<file path="src/rtl/relu_burst_arbiter.sv">
// Round-robin burst arbiter sharing one serial ReLU; each result appears RELU_LAT cycles after its beat is accepted.
// Beats may stall via in_valid; in_ready is high only in STREAM; there is no output backpressure.
module relu_burst_arbiter #(
    parameter int DATA_WIDTH = 16,
    parameter int NUM_REQ    = 2,
    parameter int BURST_LEN  = 16,
    parameter int RELU_LAT   = 1,
    localparam int ID_W      = $clog2(NUM_REQ),
    localparam int IDX_W     = $clog2(BURST_LEN)
) (
    input  logic                          clk,
    input  logic                          rst,
    input  logic [NUM_REQ-1:0]            req,
    output logic [NUM_REQ-1:0]            gnt,
    input  logic [NUM_REQ*DATA_WIDTH-1:0] in_data,
    input  logic [NUM_REQ-1:0]            in_valid,
    output logic [NUM_REQ-1:0]            in_ready,
    output logic [DATA_WIDTH-1:0]         relu_in_data,
    output logic                          relu_in_valid,
    input  logic [DATA_WIDTH-1:0]         relu_out_data,
    input  logic                          relu_out_valid,
    output logic [DATA_WIDTH-1:0]         out_data,
    output logic                          out_valid,
    output logic [ID_W-1:0]               out_id,
    output logic [IDX_W-1:0]              out_idx,
    output logic                          out_last,
    output logic                          burst_done
);

    typedef enum logic [1:0] {IDLE, STREAM, DRAIN} state_t;

    typedef struct packed {
        logic [ID_W-1:0]  id;
        logic [IDX_W-1:0] idx;
        logic             last;
        logic             vld;
    } tag_t;

    state_t             state, state_nxt;
    logic [ID_W-1:0]    ptr, win_id, win_nxt;
    logic [IDX_W-1:0]   cnt;
    logic [NUM_REQ-1:0] req_rot;
    logic               accept, beat_last;
    tag_t               tag_in, tag_head;
    tag_t               tag_pipe [RELU_LAT];

    // Rotate so bit 0 is the requester at ptr; the lowest set bit wins.
    assign req_rot = NUM_REQ'({req, req} >> ptr);

    always_comb begin
        win_nxt = '0;
        for (int i = NUM_REQ - 1; i >= 0; i--) begin
            if (req_rot[i]) win_nxt = ID_W'((int'(ptr) + i) % NUM_REQ);
        end
    end

    assign accept    = relu_in_valid;
    assign beat_last = (cnt == IDX_W'(BURST_LEN - 1));

    always_ff @(posedge clk or negedge rst) begin
        if (!rst) state <= IDLE;
        else      state <= state_nxt;
    end

    always_comb begin
        state_nxt = state;
        case (state)
            IDLE:    if (|req) state_nxt = STREAM;
            STREAM:  if (accept && beat_last) state_nxt = DRAIN;
            DRAIN:   if (tag_head.vld && tag_head.last) state_nxt = IDLE;
            default: state_nxt = IDLE;
        endcase
    end

    always_comb begin
        in_ready      = '0;
        relu_in_valid = 1'b0;
        relu_in_data  = '0;
        if (state == STREAM) begin
            in_ready      = gnt;
            relu_in_valid = |(in_valid & gnt);
            relu_in_data  = in_data[int'(win_id)*DATA_WIDTH +: DATA_WIDTH];
        end
    end

    always_ff @(posedge clk or negedge rst) begin
        if (!rst) begin
            gnt    <= '0;
            win_id <= '0;
            ptr    <= '0;
            cnt    <= '0;
        end else begin
            case (state)
                IDLE: if (|req) begin
                    gnt    <= NUM_REQ'(1) << win_nxt;
                    win_id <= win_nxt;
                    cnt    <= '0;
                end
                STREAM: if (accept) cnt <= cnt + 1'b1;
                DRAIN: if (state_nxt == IDLE) begin
                    gnt <= '0;
                    ptr <= ID_W'((int'(win_id) + 1) % NUM_REQ);
                end
                default: ;
            endcase
        end
    end

    always_comb begin
        tag_in = '0;
        if (accept) begin
            tag_in.id   = win_id;
            tag_in.idx  = cnt;
            tag_in.last = beat_last;
            tag_in.vld  = 1'b1;
        end
    end

    // Tag pipe mirrors the ReLU latency so the head lines up with relu_out_valid.
    always_ff @(posedge clk or negedge rst) begin
        if (!rst) begin
            for (int i = 0; i < RELU_LAT; i++) tag_pipe[i] <= '0;
        end else begin
            tag_pipe[0] <= tag_in;
            for (int i = 1; i < RELU_LAT; i++) tag_pipe[i] <= tag_pipe[i-1];
        end
    end

    assign tag_head   = tag_pipe[RELU_LAT-1];
    assign out_valid  = relu_out_valid & tag_head.vld;
    assign out_data   = out_valid ? relu_out_data : '0;
    assign out_id     = tag_head.id;
    assign out_idx    = tag_head.idx;
    assign out_last   = tag_head.last;
    assign burst_done = out_valid & tag_head.last;

endmodule

</file>
<file path="config.mk">
export PLATFORM = sky130hd
export DESIGN_NAME = relu_burst_arbiter
export DESIGN_NICKNAME = d
export VERILOG_FILES = /design/src/rtl/relu_burst_arbiter.sv
export SDC_FILE = /design/constraint.sdc
export NUM_CORES = 1
export LEC_CHECK = 0
export ABC_CLOCK_PERIOD_IN_PS = 2300
export BUFFER_PORTS_ARGS = -buffer_cell sky130_fd_sc_hd__buf_4
export CELL_PAD_IN_SITES_DETAIL_PLACEMENT = 1
export CELL_PAD_IN_SITES_GLOBAL_PLACEMENT = 1
export CORE_MARGIN = 2
export CORE_UTILIZATION = 28
export CTS_BUF_LIST = sky130_fd_sc_hd__clkbuf_8
export DETAILED_ROUTE_END_ITERATION = 10
export PLACE_DENSITY_LB_ADDON = 0.1
export SLEW_MARGIN = 20
export SYNTH_ARGS = -nofsm -noshare
export SYNTH_HDL_FRONTEND = slang
export SYNTH_SLANG_ARGS = --single-unit
</file>
<file path="constraint.sdc">
create_clock -name clk -period 2.3 [get_ports clk]
set_clock_uncertainty 0.2 [all_clocks]
set_input_delay 0.46 -clock clk [delete_from_list [all_inputs] [get_ports clk]]
set_output_delay 0.46 -clock clk [all_outputs]
set_load 0.01 [all_outputs]
</file>
# Word level (Yosys, flattened, before mapping)
# Index checks and enable logic that the tools add are counted.
[classes]
bitwise = 3
mux = 17
eq_ne = 6
n_reduce_logical = 12
add_sub_neg = 3
n_shift = 3
[op_table]
columns = ["cell", "count"]
rows = [
  ["16-bit two-way mux", 2],
  ["32-bit by 6-bit indexed part select with 16-bit output", 1],
  ["2-bit two-way mux", 6],
  ["4-bit two-way mux", 2],
  ["4-bit case mux with 2 select lines", 1],
  ["7-bit two-way mux", 1],
  ["2-bit inequality test, second input constant", 3],
  ["2-bit case mux with 3 select lines", 1],
  ["3-bit AND reduction", 2],
  ["4-bit by 1-bit adder with 4-bit output, second input constant", 1],
  ["4-bit equality test, second input constant", 1],
  ["2-bit zero test", 2],
  ["2-bit case mux with 2 select lines", 1],
  ["2-bit AND reduction", 2],
  ["2-bit nonzero test", 2],
  ["2-bit OR reduction", 2],
  ["4-bit by 1-bit right shift with 2-bit output", 1],
  ["1-bit two-way mux", 3],
  ["1-bit adder, second input constant", 2],
  ["1-bit bitwise AND", 2],
  ["2-bit bitwise AND", 1],
  ["2-bit by 1-bit equality test with 1-bit output, second input constant", 1],
  ["2-bit equality test, second input constant", 1],
  ["1-bit logical AND", 2],
  ["1-bit by 1-bit left shift with 2-bit output, first input constant", 1],
]
[totals]
out_inout_bits = 45
inputBits = 55
regBits = 17
elab_cells = 53

# Logic depth before layout (Yosys ltp)
[depth]
depth_word = 9
depth_mapped = 4
mapped_depth_nobuf = 4

# Worst setup path after synthesis
# No wires, ideal clock.
[synth_path]
kind = "reg2out"
from = "register state[1]"
to = "output port relu_in_data[10]"
n_path_buf = 2
path_stages_with_launch = 5
required_time_ns = 1.640
arrival_ns = 1.043
path_slack_ns = 0.597
path_cell_list = "dfrtp_1 nand2b_4 buf_6 buf_4 nor2_1"
[synth_between]
elab_chain_cells = 2
[synth_lines]
columns = ["element", "line_no", "rtl"]
rows = [
  ["start: declaration", "39", "state_t state, state_nxt;"],
  ["start signal: assignment", "62", "else state <= state_nxt;"],
  ["2-bit by 1-bit equality test with 1-bit output", "79", "if (state == STREAM) begin"],
  ["16-bit two-way mux", "79", ""],
  ["end: declaration", "18", "output logic [DATA_WIDTH-1:0] relu_in_data,"],
]
# No other way between the ends.

# Worst setup path after layout
[layout_path]
from = "register state[1]"
to = "output port relu_in_valid"
[layout_between]
elab_chain_cells = 2
[layout_lines]
columns = ["element", "line_no", "rtl"]
rows = [
  ["2-bit by 1-bit equality test with 1-bit output", "79", ""],
  ["1-bit two-way mux", "79", ""],
  ["end: declaration", "19", "output logic relu_in_valid,"],
]
# No other way between the ends.

==> metrics.md <==
| Metric | Value |
|---|---|
| Relative slew margins | 67.4% |
| Share of post-route cells with drive strength above 1 | 50.5% |
| Synth area leaders | dfrtp_1, mux2i_1, and3_1 |
| Core Area | 3970 µm² |
| H-tree depth | 1 |
| Critical Path AT | 1.47 ns |
| Yosys warning count | 0 |
| Die X | 68.1 µm |
| Max-Cap Viols | 0 |
| TritonCTS Buffers | 3 |
| P_leak | 1.12 nW |
| Iteration-0 DRC count of the detailed router | 40 |
| Unrepaired setup endpoints after global routing | false |
| CP max stage cell | dfrtp_1 |
| First-pass GRT wire length | 5.98 mm |
| # nets final | 273 |
| Final period utilization | 92.5% |
| Pre-antenna DRT Iters | 3 |
| IO Port Bufs | 99 |
| Fmax | 470 MHz |
| Synth area leader | dfrtp_1 |
| Minimum clock period | 2.13 ns |
| Synth unique cells | 28 |
| Antenna violations before repair | 0 |
| DP Cell Count | 261 |
| Die ar. | 4630 µm² |
| Pin count of the biggest net entering global routing | 22 |
| Antenna cell count | 0 |
| Post-synthesis cell count | 122 |
| CTS Buffer Depth | 2 |
| Num Clock Sinks | 17 |
| Multi-input gate area | 644 µm² |
| CTS root buf | clkbuf_8 |
| Clock slew at reported path FFs | 0.06 ns |
| Dpl hpwl | 3.17 mm |
| Cells along the critical path | nand2b_4, nor2_1, buf_4 |
| CP endpoint kind | primary output |
| Initial Utilization | 28.9% |
| Net Count, Synth | 178 |
| Worst-path maximum fanout | 21 |
| Nature of the critical path startpoint | flip-flop |
| Worst-Skew Late Latency | 0.25 ns |
| Syn_area_per_cell | 9.41 µm² |
| CTS tree | yes |
| PwrDens | 1080 nW/µm² |
| Final non-filler cell total | 266 |
| Die height | 68.1 µm |
| Fin. max-slew vios | 0 |
| Fin area | 1940 µm² |
| Tot GR Track Use | 16.7% |
| Gpl congestion | 0.792 |
| Core Rows | 23 |
| Worst Tran Pin Value | 0.489 ns |
| #FFs+latches synth | 17 |
| Total wire length | 3.80 mm |
| CP Buf/Inv Count | 1 |
| Proportion of netlist area held by the largest area contributor | 37.0% |
| Via count | 1303 |
| Filler cell count | 487 |
| Required time of the critical path | 1.64 ns |
| Post-CTS Setup Inserts | 0 |
| Grt total ovfl | 0 |
| Register area share after synthesis | 37.0% |
| Final ANT Viol Nets | 0 |
| Post-CTS sizing | 0 |
| Drt drc | 0 |
| DP Area | 1890 µm² |
| Wirelength per Cell | 14.3 µm |
| Top delay family on crit path | simple AND/OR/NAND/NOR gates |
| Area growth syn-to-layout | 69.1% |
| Worst path max stage delay | 0.44 ns |
| Status | completed |
| Crit path kind | flip-flop to primary output |
| IO Pins | 100 |
| Cell Area, Synth | 1150 µm² |
| Setup tns final | 0 ns |
| CTS Hold Bufs | 1 |
| Vias per Instance | 4.90 |
| VDD IR-drop max | 0.000383 V |
| Hold Crit Class | primary input to flip-flop |
| # setup viols final | 0 |
| Final hold violations | 0 |
| Vias in the first global route | 1324 |
| FF+latch area | 425 µm² |
-- cells in the mapped netlist, drive strengths merged --
library cell  number
a21o               1
mux2i             19
a21boi             2
dfrtp             17
or2                1
nand2b             1
inv                1
nor2              18
a211oi             1
nand4b             1
and3              21
o21ai              6
buf                8
and2               3
a22o               1
and2b              1
or3b               1
a22oi              3
o22ai              1
ha                 1
nand3              4
nand2              4
nor3               3
clkbuf             3
-- power breakdown --
group | switching (mW) | internal [mW] | total, mW
clock network | 0.0925 | 0.118 | 0.211
logic | 0.651 | 0.676 | 1.33
registers | 0.144 | 0.411 | 0.555
-- state kept, by name (all words and copies together), names as in the netlist --
register	cells
ptr	1
tag_head	1
out_id	1
win_id	1
out_idx	4
gnt	2
state	2
cnt	4
out_last	1
-- metal layers --
metal	GRT usage [%]	vias up	part of all wire [%]
li1	-	617	-
met1	18.6	617	39
met2	32.5	67	53
met3	3.95	2	7.0
met4	2.25	0	0.50
met5	0	-	0
-- worst reg2reg max path, cell delays in order (launching register included) --
cell,delay [ns]
dfrtp_1,0.44
nand2b_4,0.29
nor2_1,0.31
mux2i_1,0.22
-- worst paths after layout --
kind | depth (start not counted) | endpoint | slack [ns] | from
worst min register to register | 2 | ptr | 0.30 | ptr
worst max-delay path | 3 | relu_in_valid | 0.17 | state[1]
min in group asynchronous | 2 | out_idx[0] | 0.41 | rst
max in group asynchronous | 2 | out_id | 1.31 | rst
worst min-delay path | 2 | win_id | 0.22 | req[0]
worst max register to register | 3 | cnt[0] | 0.77 | state[1]
-- per-stage QoR --
stage / hold WS [ns] / util (%) / total power, mW / setup slack [ns]
after floorplan: -0.0356 / - / 1.35 / 0.597
after global placement: 0.133 / 47.5 / 1.86 / 0.501
after detailed placement: 0.138 / 47.5 / 1.91 / 0.429
after CTS: 0.218 / 48.9 / 2.13 / 0.155
after global routing: 0.241 / 48.9 / 2.28 / 0.0530
final: 0.224 / 48.9 / 2.09 / 0.174
-- placed cells by master (no fill, tap or decap), types with 2 or more instances in the layout --
master	count
buf_4	100
and3_1	21
mux2i_1	19
nor2_1	18
dfrtp_1	17
o21ai_0	6
nand3_1	4
nand2_1	4
and2_1	3
clkbuf_8	3
a22oi_1	2
inv_1	2
a21boi_0	2
-- cell type report --
type                       count  share of cell area, %
clock inverter                 1                  0.193
multi-input combinational     93                   33.2
sequential                    17                   21.9
clock buffer                   3                   2.13
inverter                       1                  0.193
tap                           50                   3.22
timing repair buffer         101                   39.2
-- cell families (layout without fill, tap and decap cells) --
family | Yosys count | count (layout) | synth area share, %
flip-flops | 17 | 17 | 37.0
AND/OR/NAND/NOR | 58 | 58 | 28.8
buffers and inverters | 12 | 106 | 6.86
multiplexers | 19 | 19 | 16.6
adder cells (fa/ha/maj) | 1 | 1 | 1.09
AO/OA/AOI/OAI | 15 | 15 | 9.70
No activity file was read; power rests on OpenSTA's default activity.
